<file path="src/rtl/uart_tx_ctrl.sv">
`default_nettype none
// ============================================================================
// Module   : uart_tx_ctrl
// Brief    : UART transmit frame sequencer (start, 8 data LSB-first, optional
//            parity, stop). Define UART_TX_STOP2_EN for two stop bits.
// Revision : 1.0 - initial release
// ============================================================================
module uart_tx_ctrl #(
    parameter int CLKS_PER_BIT = 868
) (
    input  logic       clk,
    input  logic       rst,
    input  logic       tx_valid,
    input  logic [7:0] tx_data,
    input  logic [1:0] parity_type,
    output logic       tx_ready,
    output logic       tx_out,
    output logic       tx_busy,
    output logic       tx_done
);

    localparam int                c_CNT_W    = $clog2(CLKS_PER_BIT);
    localparam logic [c_CNT_W-1:0] c_CNT_LAST = c_CNT_W'(CLKS_PER_BIT - 1);

    typedef enum logic [2:0] {
        ST_IDLE   = 3'd0,
        ST_START  = 3'd1,
        ST_DATA   = 3'd2,
        ST_PARITY = 3'd3,
        ST_STOP   = 3'd4
    } state_t;

    state_t             r_state;
    logic [c_CNT_W-1:0] r_cnt;
    logic [2:0]         r_bit_idx;
    logic [7:0]         r_shift;
    logic               r_par_en;
    logic               r_par_bit;
    logic               r_tx_out;

    logic               w_bit_end;
    logic               w_last_stop;

    assign w_bit_end = (r_cnt == c_CNT_LAST);

    // In STOP the bit index doubles as the stop-bit counter.
`ifdef UART_TX_STOP2_EN
    assign w_last_stop = (r_bit_idx == 3'd1);
`else
    assign w_last_stop = 1'b1;
`endif

    assign tx_ready = (r_state == ST_IDLE);
    assign tx_busy  = (r_state != ST_IDLE);
    assign tx_done  = (r_state == ST_STOP) && w_bit_end && w_last_stop;
    assign tx_out   = r_tx_out;

    always_ff @(posedge clk) begin
        if (rst) begin
            r_state   <= ST_IDLE;
            r_cnt     <= '0;
            r_bit_idx <= 3'd0;
            r_shift   <= 8'd0;
            r_par_en  <= 1'b0;
            r_par_bit <= 1'b0;
            r_tx_out  <= 1'b1;
        end else begin
            case (r_state)
                ST_IDLE: begin
                    r_tx_out <= 1'b1;
                    if (tx_valid) begin
                        r_shift   <= tx_data;
                        r_par_en  <= |parity_type;
                        r_par_bit <= parity_type[1] ? ~(^tx_data) : (^tx_data);
                        r_cnt     <= '0;
                        r_bit_idx <= 3'd0;
                        r_tx_out  <= 1'b0;
                        r_state   <= ST_START;
                    end
                end

                ST_START: begin
                    if (w_bit_end) begin
                        r_cnt    <= '0;
                        r_tx_out <= r_shift[0];
                        r_state  <= ST_DATA;
                    end else begin
                        r_cnt <= r_cnt + c_CNT_W'(1);
                    end
                end

                ST_DATA: begin
                    if (w_bit_end) begin
                        r_cnt <= '0;
                        if (r_bit_idx == 3'd7) begin
                            r_bit_idx <= 3'd0;
                            if (r_par_en) begin
                                r_tx_out <= r_par_bit;
                                r_state  <= ST_PARITY;
                            end else begin
                                r_tx_out <= 1'b1;
                                r_state  <= ST_STOP;
                            end
                        end else begin
                            r_bit_idx <= r_bit_idx + 3'd1;
                            r_shift   <= {1'b0, r_shift[7:1]};
                            r_tx_out  <= r_shift[1];
                        end
                    end else begin
                        r_cnt <= r_cnt + c_CNT_W'(1);
                    end
                end

                ST_PARITY: begin
                    if (w_bit_end) begin
                        r_cnt     <= '0;
                        r_bit_idx <= 3'd0;
                        r_tx_out  <= 1'b1;
                        r_state   <= ST_STOP;
                    end else begin
                        r_cnt <= r_cnt + c_CNT_W'(1);
                    end
                end

                ST_STOP: begin
                    r_tx_out <= 1'b1;
                    if (w_bit_end) begin
                        r_cnt <= '0;
                        if (w_last_stop) begin
                            r_bit_idx <= 3'd0;
                            r_state   <= ST_IDLE;
                        end else begin
                            r_bit_idx <= r_bit_idx + 3'd1;
                        end
                    end else begin
                        r_cnt <= r_cnt + c_CNT_W'(1);
                    end
                end

                default: begin
                    r_cnt     <= '0;
                    r_bit_idx <= 3'd0;
                    r_tx_out  <= 1'b1;
                    r_state   <= ST_IDLE;
                end
            endcase
        end
    end

endmodule
`default_nettype wire

</file>
<file path="config.mk">
export PLATFORM = sky130hd
export DESIGN_NAME = uart_tx_ctrl
export DESIGN_NICKNAME = d
export VERILOG_FILES = /design/src/rtl/uart_tx_ctrl.sv
export SDC_FILE = /design/constraint.sdc
export NUM_CORES = 1
export LEC_CHECK = 0
export ABC_CLOCK_PERIOD_IN_PS = 2200
export CAP_MARGIN = 20
export CORE_ASPECT_RATIO = 2
export CORE_UTILIZATION = 28
export DETAILED_ROUTE_END_ITERATION = 8
export PLACE_DENSITY = 0.49
export SKIP_LAST_GASP = 1
export SYNTH_ARGS = -nofsm -noshare
export SYNTH_HDL_FRONTEND = slang
export SYNTH_SLANG_ARGS = --single-unit
export TNS_END_PERCENT = 50
</file>
<file path="constraint.sdc">
create_clock -name clk -period 2.2 [get_ports clk]
set_clock_uncertainty 0.05 [all_clocks]
set_input_delay 0.44 -clock clk [delete_from_list [all_inputs] [get_ports clk]]
set_output_delay 0.44 -clock clk [all_outputs]
set_load 0.02 [all_outputs]
</file>
==> impl_metrics.json <==
{
  "clock_latency_ns": 0.26,
  "antenna_found_initial": 0,
  "synth_top_family_by_area": "simple AND/OR/NAND/NOR gates",
  "drtIter0Drc": 10,
  "vias": 1401,
  "start_util_pct": 29.1,
  "slew-limit-headroom_pct": 66.4,
  "critical_path_class": "reg2out",
  "vdd_drop_max_v": 0.000438,
  "grt_pass1_vias": 1450,
  "n_antenna_cell": 0,
  "cts_sinks": 27,
  "path_buf_inv": 4,
  "setup_tns_ns": 0,
  "netlist.area_leader.share_pct": 32.2,
  "portBuffers": 16,
  "wire_per_inst_um": 16.3,
  "synth_nets": 192,
  "startpoint_type": "register",
  "finalSetupViolCount": 0,
  "grt_setup_unrepaired": "yes",
  "cts_tree": "yes",
  "drv_slew": 0,
  "synthCells": 176,
  "max_freq_mhz": 460,
  "route.detailed.drc": 0,
  "fin_area_um2": 2050,
  "ys_top_cells_by_area": "dfxtp_1, a211oi_2, a21oi_1",
  "pin_count": 17,
  "postRouteAntennaNets": 0,
  "path_clk_slew_ns": 0.07,
  "first_pass_iters": 4,
  "synth_edf_count": 0,
  "placed_area_um2": 1960,
  "min_period_ns": 2.18,
  "outcome": "finished, final reports clean",
  "grt_pass1_wl_um": 7150,
  "ys_seq_elements": 27,
  "drive_above_1_share_pct": 20.7,
  "synthXorXnorAreaFrac_pct": 8.13,
  "hp-start": "r_bit_idx[1]",
  "synth_mux_area_share_pct": 4.78,
  "max_cap_violations": 0,
  "yosys_warnings": 0,
  "viasPerCell": 5.31,
  "clock-root-buffer": "clkbuf_16",
  "leakagePower_nw": 0.722,
  "worst_setup_path_end_kind": "output port",
  "nNetsFinal": 220,
  "track_usage_pct": 14.8,
  "clk_path_buf_depth": 2,
  "gp_congestion": 0.754,
  "worstMarginPinSlew_ns": 0.502,
  "rows": 39,
  "dp_hpwl_um": 3380,
  "worstSetupStartpoint": "r_state[0]",
  "whs_ns": 0.428,
  "synth.distinct_cells": 55,
  "synth_ff_type": "dfxtp_1",
  "grt_overflow_total": 0,
  "cp_common_cell": "buf_4",
  "final_util_pct": 35.6,
  "hold_class": "reg2reg",
  "dieHeight_um": 111,
  "synth_fa_ha_area_share_pct": 2.24,
  "worst_path_max_delay_cell": "clkdlybuf4s50_1",
  "die_w_um": 56.7,
  "cts_buffers": 3,
  "post_cts_buffers": 0,
  "core_um2": 5760,
  "grt_max_degree": 27,
  "slowest_delay_ns": 0.53,
  "h-tree-depth": 1,
  "yosysTopAreaCell": "dfxtp_1",
  "path_cells": "buf_4, nor3_1, buf_4, inv_1, clkdlybuf4s50_1",
  "final_common_cell": "dfxtp_1",
  "async_flop_share_pct": 0,
  "layout_common_cells": "dfxtp_1, a21oi_1, buf_4",
  "arrival_ns": 1.69,
  "power.density_nw_per_um2": 621,
  "netlist_area_um2": 1680,
  "avgSynthCellArea_um2": 9.53,
  "synthSimpleGateAreaFrac_pct": 24.0,
  "ys_seq_area_share_pct": 32.2,
  "drt_wl_total_um": 4310,
  "crit_family": "buffers and inverters",
  "post-route-period-util_pct": 98.9,
  "die-area_um2": 6320,
  "area_growth_pct": 22.2,
  "hold_viol_final": 0,
  "worstPathRequired_ns": 1.71,
  "synth_compound_area_share_pct": 22.0,
  "path_max_fanout": 12,
  "r2r_start": "r_cnt[3]"
}
==> repair_timing <==
| item | 4_1_cts | 5_1_grt |
|---|---|---|
| hold buffers | 0 | 0 |
| endpoints found under the setup margin | 2 | 4 |
| resized for setup | 2 | 2 |
==> where the power goes <==
| part | switching, mW | total [mW] | internal, mW |
|---|---|---|---|
| Combinational | 0.165 | 0.308 | 0.143 |
| Clock | 0.175 | 0.423 | 0.248 |
| Sequential | 0.0198 | 0.541 | 0.521 |
| Total | 0.360 | 1.27 | 0.912 |
==> cells by family after synthesis <==
logic type               count (synthesis)
AO/OA/AOI/OAI                           47
XOR/XNOR                                14
adder cells (fa/ha/maj)                  3
buffers and inverters                   14
flip-flops                              27
multiplexers                             8
AND/OR/NAND/NOR                         63
==> worst paths after layout <==
| kind | endpoint | slack [ns] | cells after the start |
|---|---|---|---|
| worst max register to register | r_shift[5] | 0.13 | 5 |
| worst min register to register | r_bit_idx[1] | 0.43 | 2 |
| worst min-delay path | r_bit_idx[1] | 0.43 | 2 |
| worst max-delay path | tx_busy | 0.02 | 5 |
==> metrics by stage <==
| stage | cells | power, mW | worst slack (ns) |
|---|---|---|---|
| finish | 264 | 1.27 | 0.0246 |
| global route | 264 | 1.33 | -0.0441 |
| CTS | 264 | 1.29 | -0.00883 |
| detailed placement | 260 | 0.866 | 0.0103 |
| global placement | 260 | 0.864 | 0.0614 |
| floorplan | 176 | 0.753 | 0.196 |
==> state kept, by name (all words and copies together), names as in the netlist <==
| register | count |
|---|---|
| tx_out | 1 |
| r_bit_idx | 3 |
| r_state | 3 |
| r_cnt | 10 |
| r_par_en | 1 |
| r_par_bit | 1 |
| r_shift | 8 |
==> synthesized netlist by cell type (4+ instances only) <==
| master | count |
|---|---|
| a211oi_2 | 7 |
| mux2i_1 | 8 |
| a21oi_1 | 16 |
| nand2_1 | 4 |
| o21ai_0 | 7 |
| xor2_1 | 4 |
| buf_6 | 5 |
| inv_1 | 4 |
| nand3_1 | 7 |
| xnor2_1 | 9 |
| dfxtp_1 | 27 |
| nor2_1 | 9 |
| nor3_1 | 14 |
==> layer usage <==
metal  GRT usage [%]  wire length [um]  up-vias
met5               0                 0        -
met4            8.17               155        0
met3            1.51                54        9
met2            28.8              2540       13
met1            14.6              1560      666
li1                -                 -      713
==> cell type report <==
class	instances	area, um^2
multi-input combinational	135	1040
tap	61	76.3
clock buffer	4	78.8
inverter	4	15.0
timing repair buffer	33	302
fill	628	3710
sequential	27	541
==> worst register-to-register path: stages (launching register included) <==
cell	delay (ns)
dfxtp_1	0.32
buf_4	0.16
or4b_4	0.56
o41ai_4	0.55
a21oi_1	0.15
a211oi_2	0.21
Note: power is estimated with default switching activity, not from simulation.
